<file path="src/rtl/fp_pkg.sv">
// fp_pkg: shared single-precision field widths, operand layout and divider states
package fp_pkg;
  localparam int EXP_W  = 8;
  localparam int MANT_W = 23;
  localparam int BIAS   = 127;
  typedef struct packed {
    logic              sign;
    logic [EXP_W-1:0]  exp;
    logic [MANT_W-1:0] frac;
  } fp32_t;
  typedef enum logic [2:0] {IDLE, LOAD, DIVIDE, NORM, DONE} div_state_t;
endpackage

</file>
<file path="src/rtl/fp_mant_div.sv">
// fp_mant_div: restoring mantissa divider, one quotient bit per step, MANT_W+2 steps
module fp_mant_div
  import fp_pkg::*;
(
  input  logic              clk,
  input  logic              n_rst,
  input  logic              load,
  input  logic              step,
  input  logic [MANT_W:0]   dividend,
  input  logic [MANT_W:0]   divisor,
  output logic [MANT_W+1:0] quot,
  output logic              last
);
  logic [MANT_W+1:0] rem;
  logic [MANT_W:0]   dvs;
  logic [4:0]        cnt;
  logic              ge;
  assign ge   = rem >= {1'b0, dvs};
  assign last = cnt == 5'd0;
  // rem stays below 2*divisor, so the shifted-out MSB is always zero
  always_ff @(posedge clk or negedge n_rst)
    if (!n_rst) begin
      rem  <= '0;
      dvs  <= '0;
      cnt  <= '0;
      quot <= '0;
    end else if (load) begin
      rem  <= {1'b0, dividend};
      dvs  <= divisor;
      cnt  <= 5'(MANT_W + 1);
      quot <= '0;
    end else if (step) begin
      rem  <= (ge ? rem - {1'b0, dvs} : rem) << 1;
      quot <= {quot[MANT_W:0], ge};
      cnt  <= cnt - 5'd1;
    end
endmodule

</file>
<file path="src/rtl/fp_divide.sv">
// fp_divide: iterative single-precision divider, round toward zero, denormals flushed
module fp_divide
  import fp_pkg::*;
(
  input  logic        clk,
  input  logic        n_rst,
  input  logic        div_start,
  input  logic [31:0] op1,
  input  logic [31:0] op2,
  output logic [31:0] div_result,
  output logic        div_done,
  output logic        div_overflow,
  output logic        div_by_zero
);
  div_state_t state, nxt;
  fp32_t a, b;
  logic              sgn, a_z, b_z, s_in, ld, st, last, ovf_p, dbz_p;
  logic signed [9:0] e, en;
  logic [31:0]       res_p;
  logic [MANT_W+1:0] q;
  logic [MANT_W-1:0] frac;
  assign a_z  = a.exp == '0;
  assign b_z  = b.exp == '0;
  assign s_in = a.sign ^ b.sign;
  fp_mant_div u_mant (
    .clk      (clk),
    .n_rst    (n_rst),
    .load     (ld),
    .step     (st),
    .dividend ({1'b1, a.frac}),
    .divisor  ({1'b1, b.frac}),
    .quot     (q),
    .last     (last)
  );
  always_ff @(posedge clk or negedge n_rst)
    if (!n_rst) state <= IDLE;
    else state <= nxt;
  always_comb
    nxt = state == IDLE   ? (div_start ? LOAD : IDLE) :
          state == LOAD   ? ((a_z | b_z) ? DONE : DIVIDE) :
          state == DIVIDE ? (last ? NORM : DIVIDE) :
          state == NORM   ? DONE : IDLE;
  always_comb begin
    ld = state == LOAD;
    st = state == DIVIDE;
  end
  // quotient lies in (0.5, 2): a clear top bit needs one left shift
  always_comb begin
    en   = q[MANT_W+1] ? e : e - 10'sd1;
    frac = q[MANT_W+1] ? q[MANT_W:1] : q[MANT_W-1:0];
  end
  always_ff @(posedge clk or negedge n_rst)
    if (!n_rst) begin
      a            <= '0;
      b            <= '0;
      sgn          <= 1'b0;
      e            <= '0;
      res_p        <= '0;
      ovf_p        <= 1'b0;
      dbz_p        <= 1'b0;
      div_result   <= '0;
      div_done     <= 1'b0;
      div_overflow <= 1'b0;
      div_by_zero  <= 1'b0;
    end else begin
      if (state == IDLE && div_start) begin
        a <= op1;
        b <= op2;
      end
      if (state == LOAD) begin
        sgn   <= s_in;
        e     <= 10'(a.exp) - 10'(b.exp) + 10'(BIAS);
        ovf_p <= 1'b0;
        dbz_p <= b_z;
        res_p <= b_z ? (a_z ? 32'h7FC0_0000 : {s_in, {EXP_W{1'b1}}, {MANT_W{1'b0}}}) : {s_in, 31'b0};
      end
      if (state == NORM) begin
        ovf_p <= en >= 10'sd255;
        res_p <= en >= 10'sd255 ? {sgn, {EXP_W{1'b1}}, {MANT_W{1'b0}}} :
                 en <= 10'sd0   ? {sgn, 31'b0} : {sgn, en[EXP_W-1:0], frac};
      end
      div_done <= state == DONE;
      if (state == DONE) begin
        div_result   <= res_p;
        div_overflow <= ovf_p;
        div_by_zero  <= dbz_p;
      end
    end
endmodule
</file>
<file path="config.mk">
export PLATFORM = sky130hd
export DESIGN_NAME = fp_divide
export DESIGN_NICKNAME = d
export VERILOG_FILES = /design/src/rtl/fp_pkg.sv /design/src/rtl/fp_mant_div.sv /design/src/rtl/fp_divide.sv
export SDC_FILE = /design/constraint.sdc
export NUM_CORES = 1
export LEC_CHECK = 0
export ABC_AREA = 1
export CORE_AREA = 2 2 156 158
export DETAILED_ROUTE_END_ITERATION = 7
export DIE_AREA = 0 0 158 160
export PLACE_DENSITY = 0.82
export SYNTH_ARGS = -nofsm -noshare
export SYNTH_HDL_FRONTEND = slang
export SYNTH_SLANG_ARGS = --single-unit
</file>
<file path="constraint.sdc">
create_clock -name clk -period 2.3 [get_ports clk]
set_clock_uncertainty 0.15 [all_clocks]
set_input_delay 0.69 -clock clk [delete_from_list [all_inputs] [get_ports clk]]
set_output_delay 0.69 -clock clk [all_outputs]
set_load 0.01 [all_outputs]
</file>
==> results.yml, run 1 <==
run_status:
  outcome: "finished with violations"
  failed_checks: "setup timing"
cts:
  cts_inserted_buffers: 24
  root_buffer: "clkbuf_16"
  cts_tree: "done"
  cts_max_level: 1
  clk_pin_slew_ns: 0.06
  clk_latency_ns: 0.53
  cts_max_path_buffers: 3
  clock-sinks: 226
yosys:
  syn-cell-area_um2: 11700
  yosys_warnings: 0
  ys_ff_latch: 226
  yosysUniqueCellTypes: 49
  synthDominantCellAreaShare: 0.484
  synth_area_leaders: "dfrtp_1 48%, nand2_1 10%, inv_1 5.8%"
  syn_avg_cell_area_um2: 8.45
  syn-num-nets: 1488
  synthCells: 1383
  yosys.area.top_type: "dfrtp_1"
  ys_seq_area_frac: 0.484
power:
  internal_power_mw: 13.1
  power_density_nw_per_um2: 1590
  seq_power_share: 0.271
  finalPower_mw: 23.2
  power_frac_comb: 0.565
  p_sw_frac: 0.437
  ir_drop_uv: 922
  p_switching_mw: 10.1
  clkPwrFrac: 0.164
  cellLeakagePower_nw: 6.89
hold_path:
  hold_start: "div_result[28]"
  hp-class: "flop to flop"
grt:
  overflow: 0
  first_global_vias: 9685
  antenna_found_initial: 0
  grt_max_degree: 85
  grt_pass1_wl_um: 46700
  track_usage: 0.226
critical_path:
  slowest_delay_ns: 0.40
  worst_ep_required_time_ns: 2.60
  critPathArrivalTime_ns: 2.66
  critPathBufInv: 2
  critPathMostFrequentCell: "nand3_2"
  worstSetupPathType: "flop to flop"
  endpoint_kind: "flop"
  start_kind: "flop"
  r2r-start: "a[23]"
  critPathLaunch: "a[23]"
  crit_fanout: 3
  slowest_stage: "fa_2"
  path_cells: "inv_2 -> ha_4 -> inv_2 -> fa_2 -> nand3_2 -> nand3_2 -> xor2_2 -> nand3_2 -> nor2_4 -> nand2_1 -> nand2_1 -> nand3_1 -> o21ai_1"
  crit_family: "simple AND/OR/NAND/NOR gates"
placement:
  dp.cells: 1801
  dpl_cell_area_um2: 13300
  portBuffers: 101
  hpwl_um: 20000
  pre_cts_slack_ns: -0.0595
  place.gp.congestion: 0.964
final_layout:
  drive_above_1_share: 0.160
  diodes: 0
  layout_common_cells: "302 x nand2_1, 225 x dfrtp_1, 174 x inv_1, 118 x o21ai_0, 91 x nand3_1"
  final_area_um2: 14600
  final_common_cell: "nand2_1"
  area_growth_pct: 25.1
  stdcell_count: 1857
  nFillCells: 1983
  fin_nets: 1621
timing:
  timing.final.crit_share: 1.02
  post-route-min-period_ns: 2.35
  hold_viol: 0
  worst_hold_slack_ns: 0.322
  drv_slew: 0
  rsz0062_at_grt: "true"
  max-slew-margin-rel: 0.601
  max_slew.worst_pin.slew_ns: 0.596
  fmax_mhz: 425
  fin_ws_ns: -0.0548
  setup_viol: 1
route:
  vias: 9834
  drc: 0
  firstDrtPassIters: 5
  drt-vias-per-instance: 5.30
  avgRoutedWirePerCell_um: 15.6
  antenna_left: 0
  routed_wl_um: 29000
  drt_iter0_drc: 628
floorplanning:
  dieArea_um2: 25300
  dieHeight_um: 160
  pin_count: 102
  rows: 57
  core_um2: 23800
  initial_core_util: 0.491
  fp.dieW_um: 158
run:
  drv_cap: 0
[metal layers]
layer	GRT usage	wire [um]
met2	0.394	14500
met1	0.295	12300
met3	0.0277	1270
met4	0.0676	940
met5	0	0
[through the flow]
step / TNS, ns / utilization
final: -0.0548 / 0.614
after global routing: -2.01 / 0.614
after CTS: 0 / 0.593
after detailed placement: -1.16 / 0.559
after global placement: -0.765 / 0.559
after floorplan: 0 / -
[cells by family after synthesis]
group | Yosys count | share of synthesized area
buffers and inverters | 242 | 0.0838
muxes | 52 | 0.0501
DFF | 226 | 0.484
AOI/OAI and AO/OA | 245 | 0.113
and+or+nand+nor | 556 | 0.210
xor gates and xnor gates | 24 | 0.0180
adders and majority gates | 38 | 0.0420
[final cells by class]
cell class	count	area (um2)	area share
Inverter	189	712	0.0487
Tap cell	324	405	0.0277
Sequential cell	226	5660	0.387
Clock inverter	11	104	0.00710
Timing Repair Buffer	160	1630	0.112
Multi-Input combinational cell	915	5430	0.371
Clock buffer	32	681	0.0466
[worst paths after layout]
check | slack, ns | depth (start not counted) | to
max | -0.05 | 13 | e[9]
min | 0.32 | 2 | div_result[28]
max reg2reg | -0.05 | 13 | e[9]
min reg2reg | 0.32 | 2 | div_result[28]
max in group asynchronous | 0.79 | 3 | res_p[20]
min in group asynchronous | 0.56 | 2 | div_result[26]
[what timing repair did]
action                                  CTS  global route
cloned                                    0             2
pin swaps                                 1            22
endpoints found under the setup margin   22            69
resized for setup                        11            90
endpoints found under the hold margin    51             0
hold buffers                              1             0
setup buffers                             0            10
[worst min-delay path, stage by stage (launching register included)]
cell     delay, ns
dfrtp_1       0.34
nand2_1       0.05
nand2_1       0.05
[cells in the mapped netlist, drive strengths merged]
library cell and instances:
nand2 317, dfrtp 226, inv 186, o21ai 142, nand3 102, nor2 79, a21oi 61, mux2 52
nand4 38, ha 36, o22ai 28, buf 27, clkbuf 26, xnor2 18, nor3 12, o21bai 6
xor2 6, clkinv 3, a21o 2, a31oi 2, and2 2, fa 2, nand3b 2, or2 2
a22o 1, a22oi 1, and3 1, nor4 1, o221ai 1, o31ai 1
[state kept, by name (all words and copies together), names as in the netlist, 3 cells and up]
name,count
b,32
u_mant.rem,25
state,3
div_result,32
e,10
u_mant.dvs,24
a,32
res_p,32
u_mant.cnt,5
u_mant.quot,25
[power by group through the flow]
stage,sequential [mW],clock (mW),combinational [mW]
2_1_floorplan,6.06,0,8.42
4_1_cts,6.21,3.87,11.7
3_5_place_dp,6.26,0,11.6
6_report,6.29,3.80,13.1
3_3_place_gp,6.20,0,11.3
5_1_grt,6.46,4.03,14.5
Note: power is estimated with default switching activity, not from simulation.
==> inputs of run 2 (changes only) <==
--- a/config.mk
+++ b/config.mk
@@ -6,10 +6,12 @@
 export NUM_CORES = 1
 export LEC_CHECK = 0
 export ABC_AREA = 1
-export CORE_AREA = 2 2 156 158
+export CORE_AREA = 2 2 159 161
+export CTS_CLUSTER_SIZE = 16
 export DETAILED_ROUTE_END_ITERATION = 7
-export DIE_AREA = 0 0 158 160
-export PLACE_DENSITY = 0.82
+export DIE_AREA = 0 0 161 163
+export PLACE_DENSITY = 0.81
 export SYNTH_ARGS = -nofsm -noshare
 export SYNTH_HDL_FRONTEND = slang
+export SYNTH_HIERARCHICAL = 1
 export SYNTH_SLANG_ARGS = --single-unit
==> run 2 against run 1 <==
The flow still finishes with violations (setup timing). Sequential share of layout area shrank 1.5 points. Worst hold slack got worse by 0.0035 ns. Non-clock buffer count decreased by 5. Synthesized cell count is 4.6% higher. Flip-flop and latch count unchanged. Highest routed layer unchanged. Power up 8.8%. Global-route usage decreased by 0.28 points. Largest cell class is now multi-input combinational cells. Routed wire length rose by 2.8%.
==> results.yml, run 2 <==
yosys:
  syn-cell-area_um2: 12100
  ys.flop_type: "dfrtp_1"
  yosys_warnings: 6
  synthCells: 1447
  synthAdderAreaFrac: 0.0405
  synthDominantCellAreaShare: 0.467
  yosys.area.top_type: "dfrtp_1"
  synth_commonest_cells: "417 x nand2_1, 226 x dfrtp_1, 208 x inv_1"
  synthMuxAreaShare: 0.0521
  synth_compound_area_frac: 0.0959
  synth-simple-area-share: 0.237
  synth_top_family_by_area: "simple AND/OR/NAND/NOR gates"
  synth_area_leaders: "dfrtp_1 47%, nand2_1 13%, inv_1 6.5%"
  async_flop_share: 1.00
  synth_xor_xnor_area_share: 0.0167
  syn_avg_cell_area_um2: 8.36
  synth_edf_count: 0
  ys_ff_latch: 226
  synth_most_common_cell: "nand2_1"
  ys_seq_area_frac: 0.467
  yosysUniqueCellTypes: 48
timing:
  fin_ws_ns: -0.0383
  tns_ns: -0.0736
  hold_viol: 0
  fmax_mhz: 428
  setup_viol: 3
  rsz0062_at_grt: "true"
  drv_slew: 0
  post-route-min-period_ns: 2.34
  worst_hold_slack_ns: 0.319
  timing.final.crit_share: 1.02
  max-slew-margin-rel: 0.515
  max_slew.worst_pin.slew_ns: 0.727
final_layout:
  drive_above_1_share: 0.172
  layout_common_cells: "407 x nand2_1, 226 x dfrtp_1, 203 x inv_1, 92 x clkdlybuf4s50_1, 75 x o21ai_0"
  area_growth_pct: 25.6
  stdcell_count: 1927
  final_common_cell: "nand2_1"
  diodes: 0
  final_area_um2: 15200
  fin_nets: 1685
  fin_util: 0.616
run_status:
  outcome: "finished with violations"
  failed_checks: "setup timing"
power:
  power_density_nw_per_um2: 1660
  cellLeakagePower_nw: 7.29
  clkPwrFrac: 0.161
  internal_power_mw: 14.1
  seq_power_share: 0.266
  ir_drop_uv: 822
  power_frac_comb: 0.573
  finalPower_mw: 25.2
  p_sw_frac: 0.442
  p_switching_mw: 11.2
floorplanning:
  dieHeight_um: 163
  core_um2: 24700
  initial_core_util: 0.490
  fp.dieW_um: 161
  rows: 58
  pin_count: 102
  dieArea_um2: 26200
critical_path:
  crit_fanout: 3
  start_kind: "flop"
  worst_ep_required_time_ns: 2.56
  worstSetupPathType: "flop to flop"
  r2r-start: "a[23]"
  critPathLaunch: "a[23]"
  critPathArrivalTime_ns: 2.60
  endpoint_kind: "flop"
cts:
  cts_max_level: 1
  root_buffer: "clkbuf_16"
  clock-sinks: 226
  clk_pin_slew_ns: 0.06
  cts_tree: "done"
  clk_latency_ns: 0.53
  cts_inserted_buffers: 24
  cts_max_path_buffers: 3
grt:
  antenna_found_initial: 0
  first_global_vias: 9959
  track_usage: 0.224
  grt_max_degree: 74
  grt_pass1_wl_um: 47900
  overflow: 0
route:
  routed_wl_um: 29800
  avgRoutedWirePerCell_um: 15.4
  firstDrtPassIters: 5
  drc: 0
  drt_iter0_drc: 661
  drt-vias-per-instance: 5.24
  antenna_left: 0
  vias: 10100
hold_path:
  hp-class: "flop to flop"
  hold_start: "b[21]"
placement:
  place.gp.congestion: 0.913
  portBuffers: 101
  dp.cells: 1874
  dpl_cell_area_um2: 13700
  hpwl_um: 20800
  pre_cts_slack_ns: -0.0581
run:
  drv_cap: 0
==> run 2: cell count changes in the layout (fill, tap and decap cells not counted), sizes merged, moves of 5 or more <==
cell,before,now
inv,188,214
nor3,12,5
a21oi,61,36
nand3,102,86
o21ai,142,101
nand2,317,424
a22oi,1,25
nand4,38,32
nand3b,2,8
dlygate4sd2,5,0
==> run 2: critical path, cell delays in order, from the launching register on <==
cell	delay (ns)
dfrtp_1	0.40
inv_2	0.08
ha_4	0.14
inv_4	0.03
fa_2	0.43
nand3_2	0.11
nand3_4	0.09
xor2_4	0.20
nand4_1	0.20
nor2_2	0.18
nor2_2	0.06
nand3b_1	0.09
nand2_1	0.06
==> run 2: logic make-up after synthesis <==
group | after synthesis
AO/OA/AOI/OAI | 200
XOR/XNOR | 23
adder cells (fa/ha/maj) | 38
buffers and inverters | 266
flip-flops | 226
multiplexers | 56
other | 1
AND/OR/NAND/NOR | 637
==> run 2: path summary, 6_finish.rpt <==
path	endpoint	slack, ns	cells after the start
hold / removal	u_mant/dvs[21]	0.32	2
setup reg to reg	e[8]	-0.04	12
hold reg to reg	u_mant/dvs[21]	0.32	2
setup / recovery	e[8]	-0.04	12
max in group asynchronous	div_result[22]	0.89	3
min in group asynchronous	u_mant/rem[19]	0.46	2
==> run 2: layer usage <==
metal	up-vias	global-route usage	part of all wire	wire (um)
met5	-	0	0	0
met3	77	0.0300	0.047	1390
met2	265	0.395	0.49	14600
li1	4942	-	-	-
met1	4816	0.286	0.42	12600
met4	0	0.0726	0.040	1190
==> run 2: area by class of cell <==
class / instances / area (um2)
Timing Repair Buffer: 155 / 1600
Inverter: 216 / 822
Fill cell: 2080 / 9480
Clock buffer: 35 / 732
Sequential cell: 226 / 5660
Clock inverter: 8 / 109
Multi-Input combinational cell: 957 / 5860
Tap cell: 330 / 413
==> run 2: power by group through the flow <==
stage / combinational, mW / clock [mW] / sequential (mW)
after floorplan: 9.08 / 0 / 6.47
after global placement: 12.3 / 0 / 6.61
after detailed placement: 12.6 / 0 / 6.68
after CTS: 12.8 / 4.12 / 6.63
after global routing: 16.1 / 4.27 / 6.92
final: 14.4 / 4.05 / 6.72
==> run 2: timing repair <==
item | 4_1_cts | 5_1_grt
endpoints found under the setup margin | 4 | 66
gates cloned | 0 | 1
gates resized for setup | 4 | 100
hold buffers | 1 | 0
endpoints found under the hold margin | 23 | 0
setup buffers | 0 | 8
pin swaps | 3 | 20
==> inputs of run 3 (changes only) <==
--- a/config.mk
+++ b/config.mk
@@ -5,12 +5,14 @@
 export SDC_FILE = /design/constraint.sdc
 export NUM_CORES = 1
 export LEC_CHECK = 0
-export ABC_AREA = 1
-export CORE_AREA = 2 2 159 161
+export ABC_AREA = 0
+export CORE_AREA = 2 2 155 157
 export CTS_CLUSTER_SIZE = 16
 export DETAILED_ROUTE_END_ITERATION = 7
-export DIE_AREA = 0 0 161 163
-export PLACE_DENSITY = 0.81
+export DIE_AREA = 0 0 157 159
+export GPL_TIMING_DRIVEN = 0
+export PLACE_DENSITY = 0.82
+export SETUP_SLACK_MARGIN = 0.15
 export SYNTH_ARGS = -nofsm -noshare
 export SYNTH_HDL_FRONTEND = slang
 export SYNTH_HIERARCHICAL = 1
==> run 3 against run 2 <==
The run still ends with setup timing left. Routed wire length is 1.2% higher. Critical path depth is 2 higher. Final area increased by 1.4%. First-iteration DRC count grew 6.8%. Clock-buffer cell count is 1 higher. Sequential power shrank 3.0%. Power up 6.4%. Area after synthesis fell by 4.7%.
==> results.yml, run 3 <==
power:
  power_frac_comb: 0.608
  seq_power_share: 0.243
  p_sw_frac: 0.416
  p_switching_mw: 11.2
  power_density_nw_per_um2: 1740
  ir_drop_uv: 1090
  internal_power_mw: 15.7
  cellLeakagePower_nw: 6.74
  clkPwrFrac: 0.149
yosys:
  ys_ff_latch: 226
  syn_avg_cell_area_um2: 10.8
  yosysUniqueCellTypes: 79
  synth_commonest_cells: "226 x dfrtp_1, 93 x nand2_1, 92 x mux2_2"
  syn-cell-area_um2: 11500
  async_flop_share: 1.00
  synthDominantCellAreaShare: 0.490
  yosys_warnings: 6
  synthCells: 1069
  synth_most_common_cell: "dfrtp_1"
  synth_area_leaders: "dfrtp_1 49%, mux2_2 9.0%, mux2i_1 5.6%"
  ys_seq_area_frac: 0.490
  ys.flop_type: "dfrtp_1"
  yosys.area.top_type: "dfrtp_1"
  synth_edf_count: 0
critical_path:
  endpoint_kind: "flop"
  reg2reg_depth: 14
  start_kind: "flop"
  critPathLaunch: "u_mant/dvs[1]"
  timing.rr.end: "u_mant/rem[20]"
  worstSetupPathType: "flop to flop"
  slowest_delay_ns: 0.40
  critPathArrivalTime_ns: 3.17
  path_cells: "inv_2 -> ha_4 -> nor2b_4 -> o31a_1 -> o311a_4 -> nor3_4 -> buf_4 -> buf_6 -> buf_6 -> buf_6 -> nor2_2 -> xor2_1 -> mux2i_1 -> a21oi_1"
  slowest_stage: "dfrtp_1"
  crit_fanout: 3
  critPathMostFrequentCell: "buf_6"
  ff2ff_setup_slack_ns: -0.63
  r2r-start: "u_mant/dvs[1]"
  worst_ep_required_time_ns: 2.54
hold_path:
  hold_start: "b[22]"
  min_to: "u_mant/dvs[22]"
  hp-class: "flop to flop"
  min_path_cells: 2
run_status:
  failed_checks: "setup timing"
  outcome: "finished with violations"
cts:
  cts_max_path_buffers: 3
  cts_inserted_buffers: 25
  cts_max_level: 1
  cts_tree: "done"
  clk_latency_ns: 0.54
  root_buffer: "clkbuf_16"
  clock-sinks: 226
  clk_pin_slew_ns: 0.06
placement:
  hpwl_um: 18100
  pre_cts_slack_ns: -0.861
  portBuffers: 101
  place.gp.congestion: 0.923
route:
  vias: 9249
  routed_wl_um: 30100
  drt_iter0_drc: 706
  firstDrtPassIters: 5
  drt-vias-per-instance: 5.77
  drc: 0
  antenna_left: 0
  avgRoutedWirePerCell_um: 18.8
grt:
  track_usage: 0.222
  antenna_found_initial: 0
  grt_pass1_wl_um: 45300
  first_global_vias: 9162
  grt_max_degree: 80
  overflow: 0
timing:
  max_slew.worst_pin.slew_ns: 0.784
  fin_ws_ns: -0.634
  drv_slew: 0
  tns_ns: -21.57
  timing.final.crit_share: 1.28
  fmax_mhz: 341
  max-slew-margin-rel: 0.477
  setup_viol: 58
  rsz0062_at_grt: "true"
  post-route-min-period_ns: 2.93
  hold_viol: 0
final_layout:
  layout_common_cells: "222 x dfrtp_1, 92 x mux2_2, 91 x nand2_1, 65 x clkdlybuf4s50_1"
  diodes: 0
  final_common_cell: "dfrtp_1"
  fin_nets: 1371
  drive_above_1_share: 0.300
  area_growth_pct: 33.5
floorplanning:
  initial_core_util: 0.497
  pin_count: 102
  dieHeight_um: 159
  fp.dieW_um: 157
  core_um2: 23200
  dieArea_um2: 25000
  rows: 56
run:
  drv_cap: 0
run 3: cell count changes in the layout (fill, tap and decap cells not counted), moves of 26 or more:
| cell | before | now |
|---|---|---|
| mux2_2 | 56 | 92 |
| nand3_1 | 57 | 6 |
| clkdlybuf4s50_1 | 92 | 65 |
| nand4_1 | 32 | 6 |
| inv_1 | 203 | 41 |
| mux2i_1 | 0 | 60 |
| nand2_1 | 407 | 91 |
| o21ai_2 | 1 | 27 |
| dlygate4sd2_1 | 0 | 35 |
| o21ai_0 | 75 | 48 |
run 3: worst max-delay path: cells and delay by family (launching register included):
| kind | cells | cell delay, ns |
|---|---|---|
| AO/OA/AOI/OAI | 3 | 0.74 |
| flip-flops | 1 | 0.40 |
| AND/OR/NAND/NOR | 3 | 0.44 |
| XOR/XNOR | 1 | 0.16 |
| multiplexers | 1 | 0.16 |
| adder cells (fa/ha/maj) | 1 | 0.21 |
| buffers and inverters | 5 | 0.50 |
run 3: cell families (layout without fill, tap and decap cells):
| logic type | after synthesis | in the layout | synth area share |
|---|---|---|---|
| buffers and inverters | 106 | 320 | 0.0412 |
| muxes | 158 | 158 | 0.147 |
| adders and majority gates | 38 | 38 | 0.0425 |
| DFF | 226 | 226 | 0.490 |
| AOI/OAI and AO/OA | 228 | 228 | 0.126 |
| xor gates and xnor gates | 41 | 41 | 0.0311 |
| other | 1 | 2 | 0.000325 |
| and+or+nand+nor | 271 | 271 | 0.121 |
run 3: through the flow:
step                instance area [um2]  instances  total power, mW   util  hold WS (ns)
finish                            15400       1603             26.8  0.664         0.328
global route                      15400       1603             28.2  0.664         0.356
CTS                               15000       1582             24.7  0.646         0.328
detailed placement                13200       1492             18.1  0.569         0.311
global placement                  13100       1490             17.6  0.567         0.307
floorplan                         11700       1070             15.4      -         0.244
run 3: cell type report:
type	instances	area, um2
clock inverters	9	118
flip-flops and latches	226	5660
plain buffers	55	390
well taps	319	399
multi-input cells	738	6210
fillers	1625	7790
repair buffers	169	1710
inverters	51	200
clock buffers	36	707
run 3: power by group through the flow:
| stage | clock network, mW | registers (mW) | logic, mW |
|---|---|---|---|
| 2_1_floorplan | 0 | 6.21 | 9.15 |
| 3_3_place_gp | 0 | 6.40 | 11.2 |
| 3_5_place_dp | 0 | 6.46 | 11.7 |
| 4_1_cts | 4.06 | 6.43 | 14.2 |
| 5_1_grt | 4.22 | 6.67 | 17.3 |
| 6_report | 4.00 | 6.52 | 16.3 |
run 3: metal layers:
| layer | global-route usage | wire (um) |
|---|---|---|
| met1 | 0.279 | 12000 |
| met5 | 0 | 0 |
| met4 | 0.0788 | 1290 |
| met3 | 0.0332 | 1500 |
| met2 | 0.386 | 15300 |
run 3: what timing repair did:
item,in CTS,in global routing
pin swaps,37,26
hold endpoints to repair,14,0
hold buffers,1,0
gates resized for setup,161,70
setup buffers,40,21
endpoints found under the setup margin,242,200
gates cloned,4,0
run 3: how the worst max path moves through the flow:
stage,cells past startpoint,endpoint
4_1_cts,10,u_mant/rem[24]
6_report,14,u_mant/rem[20]
5_1_grt,14,u_mant/rem[20]
2_1_floorplan,10,u_mant/rem[24]
3_3_place_gp,1,a[17]
3_5_place_dp,5,b[31]
